### src/rtl/fifo_pkg.sv
// fifo_pkg: shared constants and sizing helpers for sync_fifo_param.
package fifo_pkg;
  localparam int DEF_AE_THRESH = 2;
  function automatic int clog2(input int v);
    int r;
    r = 0;
    while ((1 << r) < v) r++;
    return r;
  endfunction
  function automatic int lvl_w(input int depth_bits);
    return depth_bits + 1;
  endfunction
  function automatic int def_af(input int depth_bits);
    return (1 << depth_bits) - 2;
  endfunction
endpackage

### src/rtl/fifo_mem.sv
// fifo_mem: unreset storage array, synchronous write port, asynchronous read port.
module fifo_mem #(
  parameter int DATA_WIDTH = 8,
  parameter int ADDR_BITS  = 4
)(
  input  logic                  clk,
  input  logic                  i_we,
  input  logic [ADDR_BITS-1:0]  i_waddr,
  input  logic [DATA_WIDTH-1:0] i_wdata,
  input  logic [ADDR_BITS-1:0]  i_raddr,
  output logic [DATA_WIDTH-1:0] o_rdata
);
  logic [DATA_WIDTH-1:0] r_mem [1 << ADDR_BITS];
  always_ff @(posedge clk) begin
    if (i_we) r_mem[i_waddr] <= i_wdata;
  end
  assign o_rdata = r_mem[i_raddr];
endmodule

### src/rtl/sync_fifo_param.sv
// sync_fifo_param: single-clock FIFO with fill level, threshold flags, FWFT/registered read and sticky errors.
module sync_fifo_param
  import fifo_pkg::*;
#(
  parameter int DATA_WIDTH = 8,
  parameter int DEPTH_BITS = 4,
  parameter int AF_THRESH  = def_af(DEPTH_BITS),
  parameter int AE_THRESH  = DEF_AE_THRESH,
  parameter bit FWFT       = 1'b1
)(
  input  logic                  clk,
  input  logic                  rst,
  input  logic                  wr_en,
  input  logic [DATA_WIDTH-1:0] wr_data,
  input  logic                  rd_en,
  input  logic                  clr_err,
  output logic [DATA_WIDTH-1:0] rd_data,
  output logic                  rd_valid,
  output logic                  full_flag,
  output logic                  empty_flag,
  output logic                  almost_full,
  output logic                  almost_empty,
  output logic [DEPTH_BITS:0]   level,
  output logic                  overflow,
  output logic                  underflow
);
  localparam int LW = lvl_w(DEPTH_BITS);
  localparam logic [LW-1:0] DEPTH_L = LW'(1 << DEPTH_BITS);
  localparam logic [LW-1:0] AF_L = LW'(AF_THRESH);
  localparam logic [LW-1:0] AE_L = LW'(AE_THRESH);

  if (DEPTH_BITS < 2 || DEPTH_BITS > 10) begin : g_bad_depth
    $error("sync_fifo_param: DEPTH_BITS must be 2..10");
  end
  if (AF_THRESH < 0 || AF_THRESH > (1 << DEPTH_BITS)) begin : g_bad_af
    $error("sync_fifo_param: AF_THRESH must be 0..DEPTH");
  end
  if (AE_THRESH < 0 || AE_THRESH >= (1 << DEPTH_BITS)) begin : g_bad_ae
    $error("sync_fifo_param: AE_THRESH must be below DEPTH");
  end

  logic [DEPTH_BITS-1:0] r_wr_ptr, r_rd_ptr;
  logic [LW-1:0]         r_level, w_level_nxt;
  logic                  r_full, r_empty, r_af, r_ae, r_ov, r_un;
  logic                  w_wr_acc, w_rd_acc;
  logic [DATA_WIDTH-1:0] w_mem_rd;

  // no bypass: a full FIFO refuses writes and an empty one refuses reads regardless of the other port
  assign w_wr_acc    = wr_en & ~r_full;
  assign w_rd_acc    = rd_en & ~r_empty;
  assign w_level_nxt = r_level + LW'(w_wr_acc) - LW'(w_rd_acc);

  always_ff @(posedge clk) begin
    if (rst) begin
      r_wr_ptr <= '0;
      r_rd_ptr <= '0;
      r_level  <= '0;
      r_full   <= 1'b0;
      r_empty  <= 1'b1;
      r_af     <= (AF_L == '0);
      r_ae     <= 1'b1;
      r_ov     <= 1'b0;
      r_un     <= 1'b0;
    end else begin
      r_wr_ptr <= r_wr_ptr + DEPTH_BITS'(w_wr_acc);
      r_rd_ptr <= r_rd_ptr + DEPTH_BITS'(w_rd_acc);
      r_level  <= w_level_nxt;
      r_full   <= w_level_nxt == DEPTH_L;
      r_empty  <= w_level_nxt == '0;
      r_af     <= w_level_nxt >= AF_L;
      r_ae     <= w_level_nxt <= AE_L;
      r_ov     <= (wr_en & r_full) | (r_ov & ~clr_err);
      r_un     <= (rd_en & r_empty) | (r_un & ~clr_err);
    end
  end

  fifo_mem #(
    .DATA_WIDTH (DATA_WIDTH),
    .ADDR_BITS  (DEPTH_BITS)
  ) u_mem (
    .clk     (clk),
    .i_we    (w_wr_acc & ~rst),
    .i_waddr (r_wr_ptr),
    .i_wdata (wr_data),
    .i_raddr (r_rd_ptr),
    .o_rdata (w_mem_rd)
  );

  if (FWFT) begin : g_fwft
    assign rd_data  = w_mem_rd;
    assign rd_valid = ~r_empty;
  end else begin : g_reg
    logic [DATA_WIDTH-1:0] r_rd_data;
    logic                  r_rd_valid;
    always_ff @(posedge clk) begin
      if (rst) begin
        r_rd_data  <= '0;
        r_rd_valid <= 1'b0;
      end else begin
        r_rd_data  <= w_rd_acc ? w_mem_rd : r_rd_data;
        r_rd_valid <= w_rd_acc;
      end
    end
    assign rd_data  = r_rd_data;
    assign rd_valid = r_rd_valid;
  end

  assign full_flag    = r_full;
  assign empty_flag   = r_empty;
  assign almost_full  = r_af;
  assign almost_empty = r_ae;
  assign level        = r_level;
  assign overflow     = r_ov;
  assign underflow    = r_un;
endmodule

### config.mk
export PLATFORM = sky130hd
export DESIGN_NAME = sync_fifo_param
export DESIGN_NICKNAME = d
export VERILOG_FILES = /design/src/rtl/fifo_pkg.sv /design/src/rtl/fifo_mem.sv /design/src/rtl/sync_fifo_param.sv
export SDC_FILE = /design/constraint.sdc
export NUM_CORES = 1
export LEC_CHECK = 0
export CAP_MARGIN = 25
export CORE_MARGIN = 4
export CORE_UTILIZATION = 35
export CTS_CLUSTER_DIAMETER = 120
export DETAILED_ROUTE_END_ITERATION = 7
export PLACE_DENSITY_LB_ADDON = 0.3
export SLEW_MARGIN = 20
export SYNTH_ARGS = -nofsm -noshare
export SYNTH_HDL_FRONTEND = slang
export SYNTH_SLANG_ARGS = --single-unit
### constraint.sdc
create_clock -name clk -period 3.07 [get_ports clk]
set_input_delay 0.307 -clock clk [delete_from_list [all_inputs] [get_ports clk]]
set_output_delay 0.307 -clock clk [all_outputs]
set_load 0.01 [all_outputs]
# Word level (Yosys, flattened, before mapping)
# Memories as Yosys holds them, arrays and structs flattened. A register that Yosys moved wholly into a read port is not among the register bits.
# Cells that the tools add are included.
[totals]
regBits = 19
mem_bits_rw = 128
in_bits = 13
out_inout_bits = 20
wordCells = 34
mem_count = 1
[op_classes]
addsub = 4
order_cmp = 2
n_eq_ne = 1
n_mux = 3
bitwise = 13
n_reduce_logical = 1
[memory_table]
columns = ["memory", "words", "word_bits", "rd", "rd_ports_with_merged_regs", "wr", "line_no", "rtl"]
rows = [
  ["u_mem.r_mem", 16, 8, 1, 1, 1, "fifo_mem.sv:13", "logic [DATA_WIDTH-1:0] r_mem [1 << ADDR_BITS];"],
]
[ops]
columns = ["op", "n"]
rows = [
  ["$add A4 B1 Y4", 2],
  ["$and A1 B1 Y1", 7],
  ["$add A5 B1 Y5", 1],
  ["$eq A5 B5 Y1 const B", 1],
  ["$ge A5 B4 Y1 const B", 1],
  ["$le A5 B2 Y1 const B", 1],
  ["$logic_not A5 Y1", 1],
  ["$sub A5 B1 Y5", 1],
  ["$mux W4", 1],
  ["$not A1 Y1", 4],
  ["$mux W1", 2],
  ["$or A1 B1 Y1", 2],
]

# Logic depth before layout (Yosys ltp)
[logic_depth]
word_depth = 5
ltp_mapped = 9
ltp_nobuf = 9

# Hierarchy
# From an unflattened synthesis, not the netlist that was laid out.
[hier_totals]
hier_cells = 306
area_unflattened_um2 = 5818.1
[by_module_without_submodules]
columns = ["mod", "instances", "cells_per_inst", "area_each_um2", "seq_area_each_um2"]
rows = [
  ["fifo_mem", 1, 221, 4987.3, 3843.7],
  ["sync_fifo_param", 1, 85, 830.8, 380.4],
]

# Worst setup path after synthesis
# OpenSTA, ideal clock, no wires.
[synth_timing]
path_kind = "reg-to-reg"
startpoint = "register r_empty (netlist: empty_flag)"
endpoint = "register r_empty (netlist: empty_flag)"
setup_time_ns = 0.116
arrival_ns = 2.117
required_ns = 2.954
slack_ns = 0.836
stages_incl_launch_ff = 10
path_buffers = 0
synth_period_minus_slack_ns = 2.234
cell_sequence = "dfxtp_1 > nor2b_1 > xnor2_1 > ha_1 > inv_1 > fa_1 > nand2b_1 > a21oi_1 > xnor2_1 > a41o_1"
[synth_via]
elab_chain_len = 4
[synth_lines]
columns = ["item", "line_no", "rtl"]
rows = [
  ["from (decl)", "sync_fifo_param.sv:44", "logic r_full, r_empty, r_af, r_ae, r_ov, r_un;"],
  ["from (signal assigned)", "sync_fifo_param.sv:59", "r_empty <= 1'b1;"],
  ["from (signal assigned)", "sync_fifo_param.sv:69", "r_empty <= w_level_nxt == '0;"],
  ["$not A1 Y1", "sync_fifo_param.sv:50", "assign w_rd_acc = rd_en & ~r_empty;"],
  ["$and A1 B1 Y1", "sync_fifo_param.sv:50", ""],
  ["$sub A5 B1 Y5", "sync_fifo_param.sv:51", "assign w_level_nxt = r_level + LW'(w_wr_acc) - LW'(w_rd_acc);"],
  ["$logic_not A5 Y1", "sync_fifo_param.sv:69", ""],
]
# No other way between the ends.
# A chain may end at the register's enable or synchronous reset.

==> results.py <==
metrics = {
    "clock_tree": {
        "numCtsBuffers": 17,
        "cts_buffer_depth": 2,
        "clock-sinks": 147,
        "post_cts_resize_count": 0,
        "h-tree-depth": 4,
        "post-cts-setup-buffers": 0,
        "clock_latency_ns": 0.42,
        "ctsHoldBuffers": 0,
        "path_clk_slew_ns": 0.06,
        "cts_tree": "yes",
        "cts_root_buf": "clkbuf_16",
    },
    "floorplanning": {
        "placementRows": 47,
        "die_h_um": 138,
        "die_area_mm2": 0.0191,
        "core_area_mm2": 0.0166,
        "start_util_pct": 35.8,
        "ios": 33,
        "fp.dieW_um": 138,
    },
    "synthesis": {
        "yosys.area.top_type_share_pct": 64.8,
        "synth_top_cell_by_area": "edfxtp_1",
        "ys_ff_latch": 147,
        "syn_area_mm2": 0.00594,
        "synth.distinct_cells": 39,
        "synthTopCellsByArea": "edfxtp_1 (65%), mux4_1 (12%), dfxtp_1 (6.4%), mux4_2 (4.6%), nor2_1 (1.6%)",
        "synth_fp_nets": 322,
        "synthCells": 301,
        "ys_warn_count": 0,
        "syn_area_per_cell_um2": 19.7,
        "ys_seq_area_share_pct": 71.2,
    },
    "routing": {
        "antenna_left": 0,
        "wl_mm": 11.7,
        "wl_per_cell_um": 19.7,
        "drt_pass1_iterations": 4,
        "drt-initial-drc-count": 220,
        "drc": 0,
        "vias_per_cell": 4.98,
        "num_vias": 2945,
    },
    "pwr": {
        "intPower_mw": 4.18,
        "seqPwrFrac_pct": 41.7,
        "p_clk_share_pct": 36.5,
        "total_leakage_power_nw": 2.39,
        "switching_share_pct": 25.7,
        "power_frac_comb_pct": 21.8,
        "cellPowerDensity_mw_per_mm2": 780,
        "p_switching_mw": 1.45,
        "vdd_drop_max_mv": 0.418,
    },
    "sta": {
        "slew_headroom_pct": 56.0,
        "tns_ns": 0,
        "slew_viol_final": 0,
        "fin_crit_ns": 3.01,
        "setup_viol": 0,
        "fin_worst_skew_ns": 0.00981,
        "hold_viol": 0,
        "rsz0062_at_grt": "false",
        "timing.final.crit_share_pct": 98.0,
        "fmax_mhz": 332,
        "worst_slew_pin_slew_ns": 0.659,
    },
    "cells_and_area": {
        "finish.utilization_pct": 43.5,
        "drive_above_1_share_pct": 18.1,
        "final_area_mm2": 0.00722,
        "area_delta_synth_final_pct": 21.6,
        "fillers": 1444,
        "layout.nets": 380,
        "diodes": 0,
    },
    "global_route": {
        "antenna_found_initial": 0,
        "grt_remaining_overflow": 0,
        "grt_use_total_pct": 12.7,
        "grt_pass1_wl_mm": 18.0,
        "grt_max_degree": 36,
        "grt_pass1_vias": 3048,
    },
    "critical_path": {
        "crit_fanout": 35,
        "path_class": "reg2out",
        "arrival_ns": 2.70,
        "cp-end-kind": "primary output",
        "crit_required_ns": 2.76,
        "cp-start-kind": "flip-flop",
        "rr_startpoint": "full_flag",
        "cp-startpoint": "r_rd_ptr[0]",
    },
    "job": {
        "drv_cap": 0,
    },
    "placed_design": {
        "place_congestion": 0.722,
        "dpl.hpwl_mm": 7.69,
        "dpl_cell_area_mm2": 0.00663,
        "port_buffers": 32,
    },
    "worst_hold_path": {
        "hold_path_class": "reg2reg",
        "worstHoldStart": "overflow",
    },
    "status": {
        "status": "complete, no violations",
    },
}
## synthesized netlist by cell type
cell      number
nand4_1        1
mux4_1        28
nor3_1         5
ha_1           7
or4_1          1
a41o_1         1
clkbuf_1       9
nand3b_1       2
nand2b_1       6
a21o_1         1
a31oi_1        1
clkbuf_2       1
a21oi_1        3
o22ai_1        1
edfxtp_1     128
buf_2          1
o32ai_1        1
nor2b_1        4
nand2_1        5
nor4b_1        1
o31a_1         1
o221ai_1       1
a211oi_1       1
xnor2_1        6
xor2_1         3
a31o_2         1
nand3_1        2
or2_2          2
nor3b_1        1
nor2_1        25
inv_1         11
and2_1         1
fa_1           1
a22oi_1        2
dfxtp_1       19
o21ai_0        1
mux4_2        12
buf_8          2
buf_6          2
## kinds of logic (layout without fill, tap and decap cells)
group	after synthesis	count (layout)	share of synthesized area [%]
xor+xnor	9	9	1.33
buf+inv	26	96	2.32
fa+ha+maj	8	8	1.81
compound gates	15	15	1.81
mux	40	40	16.9
simple gates	56	56	4.62
flops	147	147	71.2
## cells in the final DEF (no fill, tap or decap), types with 2 or more instances in the layout
cell type / count
xor2_1: 3
edfxtp_1: 128
buf_4: 20
a21oi_1: 3
clkinv_4: 3
bufinv_16: 3
nor2b_1: 4
or2_2: 2
ha_1: 7
nor2_1: 25
clkinv_2: 2
clkbuf_16: 17
a22oi_1: 2
clkdlybuf4s50_1: 32
nand2b_1: 6
inv_1: 11
xnor2_1: 6
nand2_1: 5
nor3_1: 5
nand3b_1: 2
mux4_1: 28
buf_12: 2
dfxtp_1: 18
clkinvlp_4: 3
mux4_2: 12
nand3_1: 2
## registers in the layout, summed over array words and instances, names as in the netlist
register	count
u_mem.r_mem	128
level	5
r_rd_ptr	4
r_wr_ptr	4
almost_empty	1
almost_full	1
empty_flag	1
full_flag	1
overflow	1
underflow	1
## final timing paths
check	endpoint	slack (ns)	cells past startpoint
hold / removal	overflow	0.52	2
hold reg to reg	overflow	0.52	2
setup / recovery	rd_data[2]	0.06	4
setup reg to reg	full_flag	0.59	9
## critical path, cell delays in order (launching register included)
cell and delay (ns):
dfxtp_2 0.34, buf_12 0.25, mux4_1 0.67, mux4_2 0.51
clkdlybuf4s50_1 0.49
## layout make-up
class	count	area (um^2)	area share (%)
flip-flops and latches	147	4230	58.5
multi-input cells	128	1570	21.8
repair buffers	54	510	7.07
clock buffers	18	429	5.95
well taps	220	275	3.81
clock inverters	13	161	2.24
inverters	11	41.3	0.572
## layer usage
| layer | part of all wire [%] | wire, um | up-vias | GRT usage (%) |
|---|---|---|---|---|
| met3 | 3.4 | 400 | 19 | 2.59 |
| met2 | 50 | 5800 | 73 | 20.3 |
| met4 | 2.2 | 251 | 0 | 6.34 |
| met5 | 0 | 0 | - | 0 |
| li1 | - | - | 1342 | - |
| met1 | 45 | 5220 | 1511 | 16.5 |
## power groups by stage
stage	clock [mW]	combinational [mW]	sequential [mW]
finish	2.06	1.23	2.35
global route	2.18	1.33	2.36
CTS	2.09	1.24	2.35
detailed placement	0	1.24	2.39
global placement	0	1.21	2.38
floorplan	0	0.790	2.40
## per-stage QoR
stage	total power [mW]	instances	worst slack [ns]	hold WS (ns)
CTS	5.68	591	0.0423	0.521
finish	5.63	591	0.0621	0.517
global route	5.87	591	0.0196	0.548
global placement	3.60	560	0.352	0.492
detailed placement	3.62	560	0.262	0.507
floorplan	3.19	301	0.836	0.406
Power figures use the tool's default switching activity.
